### src/rtl/alu_arbiter_if.sv
// Request/response/ALU bundle shared between the issue-side requesters and alu_arbiter.
// The slave modport is the arbiter's view; master is the environment's view.
interface alu_arbiter_if #(
    parameter int DATA_WIDTH = 32,
    parameter int CTRL_WIDTH = 4
);
    logic                  req0_valid;
    logic                  req0_ready;
    logic [DATA_WIDTH-1:0] req0_op1;
    logic [DATA_WIDTH-1:0] req0_op2;
    logic [CTRL_WIDTH-1:0] req0_ctrl;
    logic                  req1_valid;
    logic                  req1_ready;
    logic [DATA_WIDTH-1:0] req1_op1;
    logic [DATA_WIDTH-1:0] req1_op2;
    logic [CTRL_WIDTH-1:0] req1_ctrl;
    logic                  rsp0_valid;
    logic                  rsp0_ready;
    logic [DATA_WIDTH-1:0] rsp0_data;
    logic                  rsp1_valid;
    logic                  rsp1_ready;
    logic [DATA_WIDTH-1:0] rsp1_data;
    logic [DATA_WIDTH-1:0] alu_op1;
    logic [DATA_WIDTH-1:0] alu_op2;
    logic [CTRL_WIDTH-1:0] alu_ctrl;
    logic [DATA_WIDTH-1:0] alu_result;

    modport slave (
        input  req0_valid, req0_op1, req0_op2, req0_ctrl,
        input  req1_valid, req1_op1, req1_op2, req1_ctrl,
        output req0_ready, req1_ready,
        output rsp0_valid, rsp0_data, rsp1_valid, rsp1_data,
        input  rsp0_ready, rsp1_ready,
        output alu_op1, alu_op2, alu_ctrl,
        input  alu_result
    );

    modport master (
        output req0_valid, req0_op1, req0_op2, req0_ctrl,
        output req1_valid, req1_op1, req1_op2, req1_ctrl,
        input  req0_ready, req1_ready,
        input  rsp0_valid, rsp0_data, rsp1_valid, rsp1_data,
        output rsp0_ready, rsp1_ready,
        input  alu_op1, alu_op2, alu_ctrl,
        output alu_result
    );
endinterface

### src/rtl/alu_arbiter.sv
// Round-robin sharing of one combinational ALU between two requesters, with a
// one-entry result slot per requester. Define ALU_ARB_PERF_EN for grant/stall counters.
module alu_arbiter #(
    parameter int DATA_WIDTH = 32,
    parameter int CTRL_WIDTH = 4
) (
    input  logic        clk,
    input  logic        rst_n,
`ifdef ALU_ARB_PERF_EN
    output logic [15:0] grant0_cnt,
    output logic [15:0] grant1_cnt,
    output logic [15:0] stall_cnt,
`endif
    alu_arbiter_if.slave bus
);
    logic                  elig0_s, elig1_s;
    logic                  grant0_s, grant1_s;
    logic                  prio_q, prio_d;
    logic                  rsp0_valid_q, rsp0_valid_d;
    logic                  rsp1_valid_q, rsp1_valid_d;
    logic [DATA_WIDTH-1:0] rsp0_data_q, rsp0_data_d;
    logic [DATA_WIDTH-1:0] rsp1_data_q, rsp1_data_d;

    // A slot can take a new result if it is empty or being drained this cycle.
    assign elig0_s = bus.req0_valid && (!rsp0_valid_q || bus.rsp0_ready);
    assign elig1_s = bus.req1_valid && (!rsp1_valid_q || bus.rsp1_ready);

    // Arbitration and priority update.
    always_comb begin
        grant0_s = 1'b0;
        grant1_s = 1'b0;
        prio_d   = prio_q;
        if (elig0_s && elig1_s) begin
            grant0_s = !prio_q;
            grant1_s = prio_q;
        end else begin
            grant0_s = elig0_s;
            grant1_s = elig1_s;
        end
        if (grant0_s) begin
            prio_d = 1'b1;
        end else if (grant1_s) begin
            prio_d = 1'b0;
        end else begin
            prio_d = prio_q;
        end
    end

    // ALU operand mux, parked at zero when idle.
    always_comb begin
        bus.alu_op1  = {DATA_WIDTH{1'b0}};
        bus.alu_op2  = {DATA_WIDTH{1'b0}};
        bus.alu_ctrl = {CTRL_WIDTH{1'b0}};
        if (grant0_s) begin
            bus.alu_op1  = bus.req0_op1;
            bus.alu_op2  = bus.req0_op2;
            bus.alu_ctrl = bus.req0_ctrl;
        end else if (grant1_s) begin
            bus.alu_op1  = bus.req1_op1;
            bus.alu_op2  = bus.req1_op2;
            bus.alu_ctrl = bus.req1_ctrl;
        end else begin
            bus.alu_op1  = {DATA_WIDTH{1'b0}};
            bus.alu_op2  = {DATA_WIDTH{1'b0}};
            bus.alu_ctrl = {CTRL_WIDTH{1'b0}};
        end
    end

    // Response slots: a refill wins over a drain so back-to-back results keep valid high.
    always_comb begin
        rsp0_valid_d = rsp0_valid_q;
        rsp0_data_d  = rsp0_data_q;
        rsp1_valid_d = rsp1_valid_q;
        rsp1_data_d  = rsp1_data_q;
        if (grant0_s) begin
            rsp0_valid_d = 1'b1;
            rsp0_data_d  = bus.alu_result;
        end else if (bus.rsp0_ready) begin
            rsp0_valid_d = 1'b0;
        end else begin
            rsp0_valid_d = rsp0_valid_q;
        end
        if (grant1_s) begin
            rsp1_valid_d = 1'b1;
            rsp1_data_d  = bus.alu_result;
        end else if (bus.rsp1_ready) begin
            rsp1_valid_d = 1'b0;
        end else begin
            rsp1_valid_d = rsp1_valid_q;
        end
    end

    // State registers.
    always_ff @(posedge clk or negedge rst_n) begin
        if (!rst_n) begin
            prio_q       <= 1'b0;
            rsp0_valid_q <= 1'b0;
            rsp1_valid_q <= 1'b0;
            rsp0_data_q  <= {DATA_WIDTH{1'b0}};
            rsp1_data_q  <= {DATA_WIDTH{1'b0}};
        end else begin
            prio_q       <= prio_d;
            rsp0_valid_q <= rsp0_valid_d;
            rsp1_valid_q <= rsp1_valid_d;
            rsp0_data_q  <= rsp0_data_d;
            rsp1_data_q  <= rsp1_data_d;
        end
    end

    assign bus.req0_ready = grant0_s;
    assign bus.req1_ready = grant1_s;
    assign bus.rsp0_valid = rsp0_valid_q;
    assign bus.rsp1_valid = rsp1_valid_q;
    assign bus.rsp0_data  = rsp0_data_q;
    assign bus.rsp1_data  = rsp1_data_q;

`ifdef ALU_ARB_PERF_EN
    logic [15:0] grant0_cnt_q, grant0_cnt_d;
    logic [15:0] grant1_cnt_q, grant1_cnt_d;
    logic [15:0] stall_cnt_q, stall_cnt_d;
    logic        stall_s;

    function automatic logic [15:0] sat_inc(input logic [15:0] v, input logic en);
        if (en && (v != 16'hFFFF)) begin
            return v + 16'd1;
        end else begin
            return v;
        end
    endfunction

    assign stall_s = (bus.req0_valid && !grant0_s) || (bus.req1_valid && !grant1_s);

    // Saturating counter next-state.
    always_comb begin
        grant0_cnt_d = sat_inc(grant0_cnt_q, grant0_s);
        grant1_cnt_d = sat_inc(grant1_cnt_q, grant1_s);
        stall_cnt_d  = sat_inc(stall_cnt_q, stall_s);
    end

    // Counter registers.
    always_ff @(posedge clk or negedge rst_n) begin
        if (!rst_n) begin
            grant0_cnt_q <= 16'd0;
            grant1_cnt_q <= 16'd0;
            stall_cnt_q  <= 16'd0;
        end else begin
            grant0_cnt_q <= grant0_cnt_d;
            grant1_cnt_q <= grant1_cnt_d;
            stall_cnt_q  <= stall_cnt_d;
        end
    end

    assign grant0_cnt = grant0_cnt_q;
    assign grant1_cnt = grant1_cnt_q;
    assign stall_cnt  = stall_cnt_q;
`endif
endmodule

### src/flat_wrapper.sv
// flat-port wrapper written by rule: the top's interface ports become plain ports
module alu_arbiter_flat 
#(
    parameter int DATA_WIDTH = 32,
    parameter int CTRL_WIDTH = 4
)
  (clk, rst_n, bus_req0_valid, bus_req0_op1, bus_req0_op2, bus_req0_ctrl, bus_req1_valid, bus_req1_op1, bus_req1_op2, bus_req1_ctrl, bus_req0_ready, bus_req1_ready, bus_rsp0_valid, bus_rsp0_data, bus_rsp1_valid, bus_rsp1_data, bus_rsp0_ready, bus_rsp1_ready, bus_alu_op1, bus_alu_op2, bus_alu_ctrl, bus_alu_result);
  alu_arbiter_if #(.DATA_WIDTH(DATA_WIDTH), .CTRL_WIDTH(CTRL_WIDTH)) bus_i ();
  input  logic clk;
  input  logic rst_n;
  input wire logic [$bits(bus_i.req0_valid)-1:0] bus_req0_valid;
  input wire logic [$bits(bus_i.req0_op1)-1:0] bus_req0_op1;
  input wire logic [$bits(bus_i.req0_op2)-1:0] bus_req0_op2;
  input wire logic [$bits(bus_i.req0_ctrl)-1:0] bus_req0_ctrl;
  input wire logic [$bits(bus_i.req1_valid)-1:0] bus_req1_valid;
  input wire logic [$bits(bus_i.req1_op1)-1:0] bus_req1_op1;
  input wire logic [$bits(bus_i.req1_op2)-1:0] bus_req1_op2;
  input wire logic [$bits(bus_i.req1_ctrl)-1:0] bus_req1_ctrl;
  output wire logic [$bits(bus_i.req0_ready)-1:0] bus_req0_ready;
  output wire logic [$bits(bus_i.req1_ready)-1:0] bus_req1_ready;
  output wire logic [$bits(bus_i.rsp0_valid)-1:0] bus_rsp0_valid;
  output wire logic [$bits(bus_i.rsp0_data)-1:0] bus_rsp0_data;
  output wire logic [$bits(bus_i.rsp1_valid)-1:0] bus_rsp1_valid;
  output wire logic [$bits(bus_i.rsp1_data)-1:0] bus_rsp1_data;
  input wire logic [$bits(bus_i.rsp0_ready)-1:0] bus_rsp0_ready;
  input wire logic [$bits(bus_i.rsp1_ready)-1:0] bus_rsp1_ready;
  output wire logic [$bits(bus_i.alu_op1)-1:0] bus_alu_op1;
  output wire logic [$bits(bus_i.alu_op2)-1:0] bus_alu_op2;
  output wire logic [$bits(bus_i.alu_ctrl)-1:0] bus_alu_ctrl;
  input wire logic [$bits(bus_i.alu_result)-1:0] bus_alu_result;
  assign bus_i.req0_valid = bus_req0_valid;
  assign bus_i.req0_op1 = bus_req0_op1;
  assign bus_i.req0_op2 = bus_req0_op2;
  assign bus_i.req0_ctrl = bus_req0_ctrl;
  assign bus_i.req1_valid = bus_req1_valid;
  assign bus_i.req1_op1 = bus_req1_op1;
  assign bus_i.req1_op2 = bus_req1_op2;
  assign bus_i.req1_ctrl = bus_req1_ctrl;
  assign bus_req0_ready = bus_i.req0_ready;
  assign bus_req1_ready = bus_i.req1_ready;
  assign bus_rsp0_valid = bus_i.rsp0_valid;
  assign bus_rsp0_data = bus_i.rsp0_data;
  assign bus_rsp1_valid = bus_i.rsp1_valid;
  assign bus_rsp1_data = bus_i.rsp1_data;
  assign bus_i.rsp0_ready = bus_rsp0_ready;
  assign bus_i.rsp1_ready = bus_rsp1_ready;
  assign bus_alu_op1 = bus_i.alu_op1;
  assign bus_alu_op2 = bus_i.alu_op2;
  assign bus_alu_ctrl = bus_i.alu_ctrl;
  assign bus_i.alu_result = bus_alu_result;
  alu_arbiter #(.DATA_WIDTH(DATA_WIDTH), .CTRL_WIDTH(CTRL_WIDTH)) u_core (.clk(clk), .rst_n(rst_n), .bus(bus_i));
endmodule
### config.mk
export PLATFORM = sky130hd
export DESIGN_NAME = alu_arbiter_flat
export DESIGN_NICKNAME = d
export VERILOG_FILES = /design/src/rtl/alu_arbiter_if.sv /design/src/rtl/alu_arbiter.sv /design/src/flat_wrapper.sv
export SDC_FILE = /design/constraint.sdc
export NUM_CORES = 1
export LEC_CHECK = 0
export BUFFER_PORTS_ARGS = -buffer_cell sky130_fd_sc_hd__buf_2
export CAP_MARGIN = 20
export CORE_AREA = 2 2 122 124
export DETAILED_ROUTE_END_ITERATION = 8
export DIE_AREA = 0 0 124 126
export PLACE_DENSITY_LB_ADDON = 0.05
export SLEW_MARGIN = 20
export SYNTH_ARGS = -nofsm -noshare
export SYNTH_HDL_FRONTEND = slang
export SYNTH_SLANG_ARGS = --single-unit
### constraint.sdc
create_clock -name clk -period 1.5 [get_ports clk]
set_input_delay 0.075 -clock clk [delete_from_list [all_inputs] [get_ports clk]]
set_output_delay 0.075 -clock clk [all_outputs]
set_load 0.05 [all_outputs]
==> impl_metrics.py <==
metrics = {
    "yosys": {
        "ys_seq_area_share_pct": 51.66,
        "synth_top_family_by_area": "multiplexers",
        "ys_top_cells_by_area": "dfrtp_1, a22o_1, mux2_2",
        "synth-compound-area-share_pct": 19.85,
        "synth_mux_area_share_pct": 23.36,
        "yosys.area_share.simple_pct": 1.041,
        "yosys_warnings": 0,
        "synth_fa_ha_area_share_pct": 0,
        "synth_area_leader_cell": "dfrtp_1",
        "synth_area_um2": 3246,
        "synthXorXnorAreaFrac_pct": 0,
        "synth_nets": 405,
        "synth_cells": 231,
        "ys_seq_elements": 67,
        "ys_types": 17,
        "syn_avg_cell_area_um2": 14.05,
        "synth_top_area_share_pct": 51.66,
    },
    "critical_path": {
        "path_class": "reg -> out",
        "cp-end-kind": "output port",
        "slowest_stage": "dfrtp_2",
        "cp_common_cell": "buf_12",
        "ff2ff_path_depth": 6,
        "cp-start-kind": "flip-flop",
        "r2r_start": "u_core.bus.rsp1_valid",
        "cp-endpoint": "bus_alu_op2[20]",
        "critPathArrivalTime_ns": 1.87,
        "startpoint": "u_core.bus.rsp0_valid",
        "crit_path_max_incr_delay_ns": 0.39,
        "path_cells": "nor2b_4 > o311a_4 > buf_12 > a22o_2 > buf_12",
        "r2r_setup_slack_ns": -0.21,
        "rr_endpoint": "u_core.bus.rsp1_data[19]",
        "cp_max_fo": 41,
        "crit_required_ns": 1.42,
    },
    "global_routing": {
        "grt_use_total_pct": 17.19,
        "grt_first_pass_wirelength_mm": 19.98,
        "grt_start_max_net_pins": 42,
        "antenna_found_initial": 3,
        "grt_pass1_vias": 3513,
        "grt-ovfl-total": 0,
    },
    "sta": {
        "max_freq_mhz": 514.2,
        "tightest_slew_ns": 0.5156,
        "report.final.slew_viol_count": 0,
        "period_needed_ns": 1.945,
        "skew_ns": 0.005255,
        "layout_setup_ws_ns": -0.4448,
        "finalHoldViolCount": 0,
        "setup_viol": 132,
        "rsz0062_at_grt": "true",
        "maxSlewHeadroom_pct": 65.63,
        "post-route-period-util_pct": 129.7,
    },
    "floorplan": {
        "io_pins": 310,
        "rows": 44,
        "start_util_pct": 22.67,
        "die_area_um2": 15620,
        "die_h_um": 126,
        "die_width_um": 124,
        "fp.coreArea_um2": 14310,
    },
    "cts": {
        "numCtsBuffers": 9,
        "cts.clk_slew.worst_paths_ns": 0.05,
        "root_buffer": "clkbuf_16",
        "cts_tree": "built",
        "clkLatencyLatePin_ns": 0.32,
        "htreeDepth": 3,
        "clock_sinks": 67,
        "cts_buffer_depth": 2,
    },
    "detailed_routing": {
        "drt_iter0_markers": 100,
        "vias_per_cell": 4.468,
        "drc": 0,
        "wl_per_cell_um": 18.21,
        "wl_mm": 14.15,
        "ant_nets": 0,
        "firstDrtPassIters": 4,
        "vias": 3472,
    },
    "power_and_ir_drop": {
        "power.leakage_nw": 3.458,
        "ir_drop_uv": 1057,
        "powerDensity_nw_per_um2": 1609,
    },
    "flow_run": {
        "max_cap_viol_count": 0,
    },
    "finish": {
        "layout.nets": 759,
        "area_delta_synth_final_pct": 107.4,
        "final_cells": 777,
        "final_common_cell": "buf_2",
        "final_cell_mix": "buf_2, buf_6, dfrtp_1, a22o_2, mux2_4",
        "drive_above_1_share_pct": 82.71,
    },
    "placement": {
        "dp.cells": 721,
        "dp_hpwl_mm": 10.73,
        "dp_slack_ns": -0.1744,
        "gp_congestion": 0.9151,
        "portBuffers": 309,
    },
    "status": {
        "violations": "negative setup slack",
        "outcome": "finished with violations",
    },
    "worst_hold_path": {
        "min_path_type": "in -> reg",
    },
}
metrics by stage:
step                      power (mW)  utilization (%)  setup TNS, ns  instance area, um^2  hold slack (ns)
after floorplan                6.586                -         -23.11                 3526          -0.2206
after global placement         7.999            37.95         -13.54                 5431          0.07029
after detailed placement       7.999            37.95         -14.13                 5431          0.08168
after CTS                      10.93            46.99         -35.31                 6726         0.001269
after global routing           11.28            47.04         -39.81                 6733         0.006902
final                          10.83            47.04         -33.04                 6733          0.01021
per-layer routing:
| metal | track usage (%) | vias to the layer above | routed length, um |
|---|---|---|---|
| li1 | - | 1608 | - |
| met1 | 20.40 | 1699 | 5571 |
| met2 | 29.99 | 152 | 7302 |
| met3 | 4.484 | 13 | 1114 |
| met4 | 5.552 | 0 | 159 |
| met5 | 0 | - | 0 |
area by class of cell:
type / instances / area (um^2)
fill: 1314 / 7581
multi-input combinational: 140 / 1784
clock inverter: 1 / 30.03
clock buffer: 15 / 277.8
inverter: 2 / 7.507
tap: 184 / 230.2
sequential: 67 / 1679
antenna: 3 / 7.507
timing repair buffer: 365 / 2716
worst min path at each step:
stage / startpoint / endpoint / cells after the start
6_report: bus_alu_result[10] / u_core.bus.rsp1_data[10] / 2
5_1_grt: bus_alu_result[3] / u_core.bus.rsp0_data[3] / 2
4_1_cts: bus_alu_result[17] / u_core.bus.rsp0_data[17] / 2
3_5_place_dp: rst_n / u_core.bus.rsp0_data[29] / 1
3_3_place_gp: rst_n / u_core.bus.rsp0_data[29] / 1
2_1_floorplan: rst_n / u_core.bus.rsp0_data[0] / 0
cell usage after synthesis (all sizes together):
cell	count
a22o	68
dfrtp	67
mux2	64
buf	22
inv	2
a21o	1
a311oi	1
a31oi	1
nand2b	1
nor2b	1
o21ba	1
o311a	1
or2	1
critical path, delay by kind of cell (launching register included):
kind            cells  cell delay (ns)
compound gates      2             0.66
flops               1             0.39
simple gates        1             0.14
buf+inv             2             0.35
timing repair:
| action | in CTS | in global routing |
|---|---|---|
| endpoints found under the hold margin | 72 | 0 |
| cloned | 3 | 0 |
| endpoints found under the setup margin | 134 | 134 |
| resized for setup | 172 | 7 |
| setup buffers | 4 | 3 |
| hold buffers | 30 | 0 |
where the power goes:
group | internal (mW) | switching, mW | total [mW]
clock network | 1.42 | 0.714 | 2.14
registers | 2.30 | 0.264 | 2.56
logic | 2.28 | 3.85 | 6.13
logic make-up after synthesis:
family	count (synthesis)
AOI/OAI and AO/OA	73
buffers and inverters	24
DFF	67
muxes	64
and+or+nand+nor	3
state kept, by name, indices dropped and copies added (netlist names):
signal,count
u_core.prio_q,1
u_core.bus.rsp0_data,32
u_core.bus.rsp1_valid,1
u_core.bus.rsp1_data,32
u_core.bus.rsp0_valid,1
No activity file was read; power rests on OpenSTA's default activity.
